==> config.mk <==
export PLATFORM = sky130hd
export DESIGN_NAME = uart_tx_serializer_flat
export DESIGN_NICKNAME = d
export VERILOG_FILES = /design/src/rtl/uart_pkg.sv /design/src/rtl/uart_tx_serializer_if.sv /design/src/rtl/uart_baud_cnt.sv /design/src/rtl/uart_tx_serializer.sv /design/src/flat_wrapper.sv
export SDC_FILE = /design/constraint.sdc
export NUM_CORES = 1
export LEC_CHECK = 0
export CORE_MARGIN = 2
export CORE_UTILIZATION = 49
export DETAILED_ROUTE_END_ITERATION = 6
export DONT_BUFFER_PORTS = 1
export PLACE_DENSITY = 0.72
export SLEW_MARGIN = 10
export SYNTH_ARGS = -nofsm -noshare
export SYNTH_HDL_FRONTEND = slang
export SYNTH_HIERARCHICAL = 1
export SYNTH_SLANG_ARGS = --single-unit
export TNS_END_PERCENT = 50
==> constraint.sdc <==
create_clock -name clk -period 2.6 [get_ports clk]
set_input_delay 0.13 -clock clk [delete_from_list [all_inputs] [get_ports clk]]
set_output_delay 0.13 -clock clk [all_outputs]
set_load 0.02 [all_outputs]
==> src/rtl/uart_pkg.sv <==
// Shared UART constants and state encoding, used by the transmitter and the future receiver.
package uart_pkg;

  localparam int UART_DATA_WIDTH = 8;
  localparam int UART_BAUD_DIV   = 434;
  localparam int UART_CNT_WIDTH  = 16;

  typedef enum logic [1:0] {
    ST_IDLE  = 2'd0,
    ST_START = 2'd1,
    ST_DATA  = 2'd2,
    ST_STOP  = 2'd3
  } uart_state_e;

endpackage

==> src/rtl/uart_tx_serializer_if.sv <==
// Holding-register side of the UART transmitter: byte and request in, status and serial line out.
interface uart_tx_serializer_if #(
  parameter int DATA_WIDTH = uart_pkg::UART_DATA_WIDTH
);

  logic [DATA_WIDTH-1:0] tx_data;
  logic                  tx_start;
  logic                  tx_busy;
  logic                  tx_done;
  logic                  tx;

  modport master (
    output tx_data,
    output tx_start,
    input  tx_busy,
    input  tx_done,
    input  tx
  );

  modport slave (
    input  tx_data,
    input  tx_start,
    output tx_busy,
    output tx_done,
    output tx
  );

endinterface

==> src/rtl/uart_baud_cnt.sv <==
// Bit-period counter: counts 0..BAUD_DIV-1 and wraps; tick marks the last cycle of each period.
// Synchronous clear holds the count at zero.
module uart_baud_cnt #(
  parameter int BAUD_DIV  = uart_pkg::UART_BAUD_DIV,
  parameter int CNT_WIDTH = uart_pkg::UART_CNT_WIDTH
) (
  input  logic clk,
  input  logic rst,
  input  logic clear,
  output logic tick
);

  localparam logic [CNT_WIDTH-1:0] LAST_CNT = CNT_WIDTH'(BAUD_DIV - 1);

  logic [CNT_WIDTH-1:0] count_q;
  logic [CNT_WIDTH-1:0] count_d;

  assign tick = (count_q == LAST_CNT);

  always_comb begin
    count_d = count_q + 1'b1;
    if (clear || tick) begin
      count_d = '0;
    end
  end

  always_ff @(posedge clk) begin
    if (rst) begin
      count_q <= '0;
    end else begin
      count_q <= count_d;
    end
  end

endmodule

==> src/rtl/uart_tx_serializer.sv <==
// 8N1 UART transmitter: latches a byte on tx_start in IDLE and shifts it out LSB first.
// tx and tx_busy are registered from the next state so the line changes the cycle after acceptance.
module uart_tx_serializer
  import uart_pkg::*;
#(
  parameter int DATA_WIDTH = UART_DATA_WIDTH,
  parameter int BAUD_DIV   = UART_BAUD_DIV,
  parameter int CNT_WIDTH  = UART_CNT_WIDTH
) (
  input  logic                 clk,
  input  logic                 rst,
  uart_tx_serializer_if.slave  bus
);

  localparam int                IDX_W    = (DATA_WIDTH > 1) ? $clog2(DATA_WIDTH) : 1;
  localparam logic [IDX_W-1:0]  LAST_IDX = IDX_W'(DATA_WIDTH - 1);

  uart_state_e           state_q, state_d;
  logic [DATA_WIDTH-1:0] shift_q, shift_d;
  logic [IDX_W-1:0]      bit_idx_q, bit_idx_d;
  logic                  tx_q, tx_d;
  logic                  busy_q, busy_d;
  logic                  tick;
  logic                  baud_clear;

  // Counter sits at zero while idle, so acceptance always starts a full start bit.
  assign baud_clear = (state_q == ST_IDLE);

  uart_baud_cnt #(
    .BAUD_DIV  (BAUD_DIV),
    .CNT_WIDTH (CNT_WIDTH)
  ) u_baud_cnt (
    .clk   (clk),
    .rst   (rst),
    .clear (baud_clear),
    .tick  (tick)
  );

  always_comb begin
    state_d   = state_q;
    shift_d   = shift_q;
    bit_idx_d = bit_idx_q;
    case (state_q)
      ST_IDLE: begin
        if (bus.tx_start) begin
          shift_d = bus.tx_data;
          state_d = ST_START;
        end
      end
      ST_START: begin
        if (tick) begin
          bit_idx_d = '0;
          state_d   = ST_DATA;
        end
      end
      ST_DATA: begin
        if (tick) begin
          shift_d = shift_q >> 1;
          if (bit_idx_q == LAST_IDX) begin
            state_d = ST_STOP;
          end else begin
            bit_idx_d = bit_idx_q + 1'b1;
          end
        end
      end
      ST_STOP: begin
        if (tick) begin
          state_d = ST_IDLE;
        end
      end
      default: state_d = ST_IDLE;
    endcase

    // Line level is derived from where the FSM is heading, keeping tx a clean register.
    case (state_d)
      ST_START: tx_d = 1'b0;
      ST_DATA:  tx_d = shift_d[0];
      default:  tx_d = 1'b1;
    endcase
    busy_d = (state_d != ST_IDLE);
  end

  always_ff @(posedge clk) begin
    if (rst) begin
      state_q   <= ST_IDLE;
      shift_q   <= '0;
      bit_idx_q <= '0;
      tx_q      <= 1'b1;
      busy_q    <= 1'b0;
    end else begin
      state_q   <= state_d;
      shift_q   <= shift_d;
      bit_idx_q <= bit_idx_d;
      tx_q      <= tx_d;
      busy_q    <= busy_d;
    end
  end

  assign bus.tx      = tx_q;
  assign bus.tx_busy = busy_q;
  assign bus.tx_done = (state_q == ST_STOP) && tick;

endmodule

==> src/flat_wrapper.sv <==
// flat-port wrapper written by rule: the top's interface ports become plain ports
module uart_tx_serializer_flat import uart_pkg::*;
#(
  parameter int DATA_WIDTH = UART_DATA_WIDTH,
  parameter int BAUD_DIV   = UART_BAUD_DIV,
  parameter int CNT_WIDTH  = UART_CNT_WIDTH
)
  (clk, rst, bus_tx_data, bus_tx_start, bus_tx_busy, bus_tx_done, bus_tx);
  uart_tx_serializer_if #(.DATA_WIDTH(DATA_WIDTH)) bus_i ();
  input  logic clk;
  input  logic rst;
  input wire logic [$bits(bus_i.tx_data)-1:0] bus_tx_data;
  input wire logic [$bits(bus_i.tx_start)-1:0] bus_tx_start;
  output wire logic [$bits(bus_i.tx_busy)-1:0] bus_tx_busy;
  output wire logic [$bits(bus_i.tx_done)-1:0] bus_tx_done;
  output wire logic [$bits(bus_i.tx)-1:0] bus_tx;
  assign bus_i.tx_data = bus_tx_data;
  assign bus_i.tx_start = bus_tx_start;
  assign bus_tx_busy = bus_i.tx_busy;
  assign bus_tx_done = bus_i.tx_done;
  assign bus_tx = bus_i.tx;
  uart_tx_serializer #(.DATA_WIDTH(DATA_WIDTH), .BAUD_DIV(BAUD_DIV), .CNT_WIDTH(CNT_WIDTH)) u_core (.clk(clk), .rst(rst), .bus(bus_i));
endmodule
==> flow_metrics.py <==
metrics = {
    "global_routing": {
        "gr-usage-all-layers_pct": 18.0,
        "gr-total-overflow": 0,
        "use_met2_pct": 30.1,
        "globalRoute.busiestLayer": "met2",
        "groute.layer.met3.usage_pct": 5.97,
        "grt_first_pass_wirelength_um": 4780,
        "grt_max_degree": 22,
        "grt_antenna_before_repair": 0,
        "global_route.usage.met1_pct": 20.5,
        "first_global_vias": 1112,
    },
    "synth": {
        "synth.distinct_cells": 39,
        "ys_seq_elements": 31,
        "part_of_the_yosys_area_used_for_sequential_elements_pct": 39.7,
        "multiplexer_share_of_the_synthesized_area_pct": 1.92,
        "synth_top_family_by_area": "simple AND/OR/NAND/NOR gates",
        "ys_top_cells_by_area": "dfxtp_1 40%, nor2_1 6.5%, xnor2_1 5.6%",
        "yosysWarningCount": 6,
        "yosys.cell_count.top_type": "dfxtp_1",
        "ys_flop_type": "dfxtp_1",
        "synthDominantCellAreaShare_pct": 39.7,
        "synth_adder_area_share_pct": 3.20,
        "post-synth-top-area-cell": "dfxtp_1",
        "synth_fp_nets": 192,
        "postSynthCellCount": 177,
        "async_flop_share_pct": 0,
        "synth.avg_cell_area_um2": 8.84,
        "synthesis.area_mm2": 0.00156,
        "synth_edf_count": 0,
        "synth_compound_area_share_pct": 13.6,
        "synthXorXnorAreaFrac_pct": 8.40,
        "synth_simple_gate_area_share_pct": 28.6,
        "synthTopCellsByCount": "31 x dfxtp_1, 27 x nor2_1, 12 x nand2_1",
    },
    "timing": {
        "unrepaired_setup_endpoints_after_global_routing": "false",
        "achievable-frequency_mhz": 451,
        "timing.final.max_slew_violations": 0,
        "setup-violations-final": 0,
        "worst_slew_pin_slew_ps": 675,
        "layout_min_cycle_time_ps": 2220,
        "final_worst_path_cycle_share_pct": 85.2,
        "maxSlewHeadroom_pct": 54.9,
        "fin_worst_skew_ps": 5.72,
        "hold_violations": 0,
        "finalSetupTns_ps": 0,
    },
    "floorplan": {
        "num_io_pins": 14,
        "start_util_pct": 51.2,
        "dieArea_mm2": 0.00366,
        "placementRows": 20,
        "floorplan.core_area_mm2": 0.00305,
        "floorplan.die.height_um": 60.5,
        "chipWidth_um": 60.5,
    },
    "routing": {
        "routedWlPerCell_um": 13.1,
        "via_per_inst": 5.54,
        "drc_errors": 0,
        "detailroute.via_count": 1229,
        "dr.first_iter.drc_count": 72,
        "totalWireLength_um": 2900,
        "postRouteAntennaNets": 0,
        "detailedRoute.firstPassIterationCount": 4,
    },
    "placement": {
        "buffer_ports.inserted": 0,
        "gp_routability_congestion": 0.762,
        "postPlaceCellArea_mm2": 0.00159,
        "dp_hpwl_um": 2010,
    },
    "pwr": {
        "power_per_cell_area_mw_per_mm2": 483,
        "total_power_w": 0.000797,
        "vdd.ir_drop.worst_mv": 0.336,
        "static-leakage-power_nw": 0.559,
    },
    "critical_path": {
        "cp-end-kind": "output pin",
        "critical_path.reg2reg.startpoint": "u_core/u_baud_cnt/count_q[9]",
        "start_point_of_the_critical_path": "u_core/u_baud_cnt/count_q[9]",
        "worst_path_max_fanout": 14,
        "worst-setup-path-type": "reg2out",
        "required_ps": 2470,
        "cp.arrival_ps": 2090,
        "kind_of_start_point_of_the_critical_path": "flip-flop",
    },
    "cts": {
        "cts_inserted_buffers": 5,
        "clock_tree.root_cell": "clkbuf_4",
        "clock_latency_ps": 320,
        "h-tree-depth": 2,
        "cts-root-to-sink-buffers": 2,
        "cts_sinks": 31,
        "cts_tree": "done",
        "cts.clk_slew.worst_paths_ps": 80,
    },
    "cells_and_area": {
        "antennaDiodeCount": 0,
        "flow.area_growth_from_synthesis_pct": 5.60,
        "design.final.nets": 194,
        "final_design_area_no_fill_mm2": 0.00165,
        "post_route_cells_drive_above_1_share_pct": 8.99,
    },
    "min_path": {
        "min_from": "bus_tx_start",
        "hold_path.class": "in2reg",
    },
    "outcome": {
        "run_status": "finished clean",
    },
    "run": {
        "reported_max_cap_violation_count": 0,
    },
}
-- path summary, 6_finish.rpt --
| kind | cells past startpoint | end | slack (ps) |
|---|---|---|---|
| min | 3 | u_core/shift_q[7] | 70 |
| min reg2reg | 2 | u_core/shift_q[1] | 460 |
| max | 5 | bus_tx_done | 380 |
| max reg2reg | 7 | u_core/bus.tx | 450 |
-- logic make-up after synthesis --
group,after synthesis
fa+ha+maj,4
xor+xnor,15
mux,3
compound gates,25
simple gates,86
buf+inv,13
flops,31
-- area by class of cell --
cell class,instances,area (µm²)
Fill cell,312,1400
Multi-Input combinational cell,133,872
Sequential cell,31,621
Tap cell,44,55.1
Timing Repair Buffer,4,47.5
Clock buffer,6,41.3
Inverter,4,15.0
-- power by group --
| group | internal [W] | switching (W) |
|---|---|---|
| logic | 0.0000247 | 0.0000306 |
| clock network | 0.0000958 | 0.000142 |
| registers | 0.000488 | 0.0000167 |
-- per-layer routing --
metal | up-vias | part of all wire, %
met5 | - | 0
met4 | 0 | 2.1
met3 | 5 | 5.7
met2 | 32 | 49
met1 | 576 | 43
li1 | 616 | -
-- placed cells by master, fill, tap and decap left out, types with 6 or more instances in the layout --
cell type and count:
nand3_1 6, dfxtp_1 31, nor3_1 7, nand2_1 12
a21oi_1 9, xnor2_1 10, a32oi_1 6, nor2_1 27
-- metrics by stage --
| stage | util [%] | std cells | hold slack (ps) | worst slack (ps) |
|---|---|---|---|---|
| after global placement | 52.1 | 214 | 196 | 532 |
| after CTS | 54.1 | 222 | 52.4 | 352 |
| after detailed placement | 52.1 | 214 | 196 | 453 |
| after floorplan | - | 177 | 199 | 603 |
| final | 54.1 | 222 | 69.2 | 384 |
| after global routing | 54.1 | 222 | 67.4 | 208 |
-- flip-flops by register name, indices dropped and copies added, names as in the netlist --
register,flops
u_core/bus.tx,1
u_core/u_baud_cnt/count_q,16
u_core/shift_q,8
u_core/bit_idx_q,3
u_core/state_q,2
u_core/bus.tx_busy,1
-- critical path, cell delays in order, from the launching register on --
cell     delay [ps]
dfxtp_1         370
or4b_4          570
nor3_1          320
buf_12          190
and3_1          180
buf_4           140
-- repair_timing --
item,CTS,global route
buffers inserted,0,0
endpoints found under the hold margin,15,0
resized for setup,0,0
hold buffers,2,0
Power figures use the tool's default switching activity.
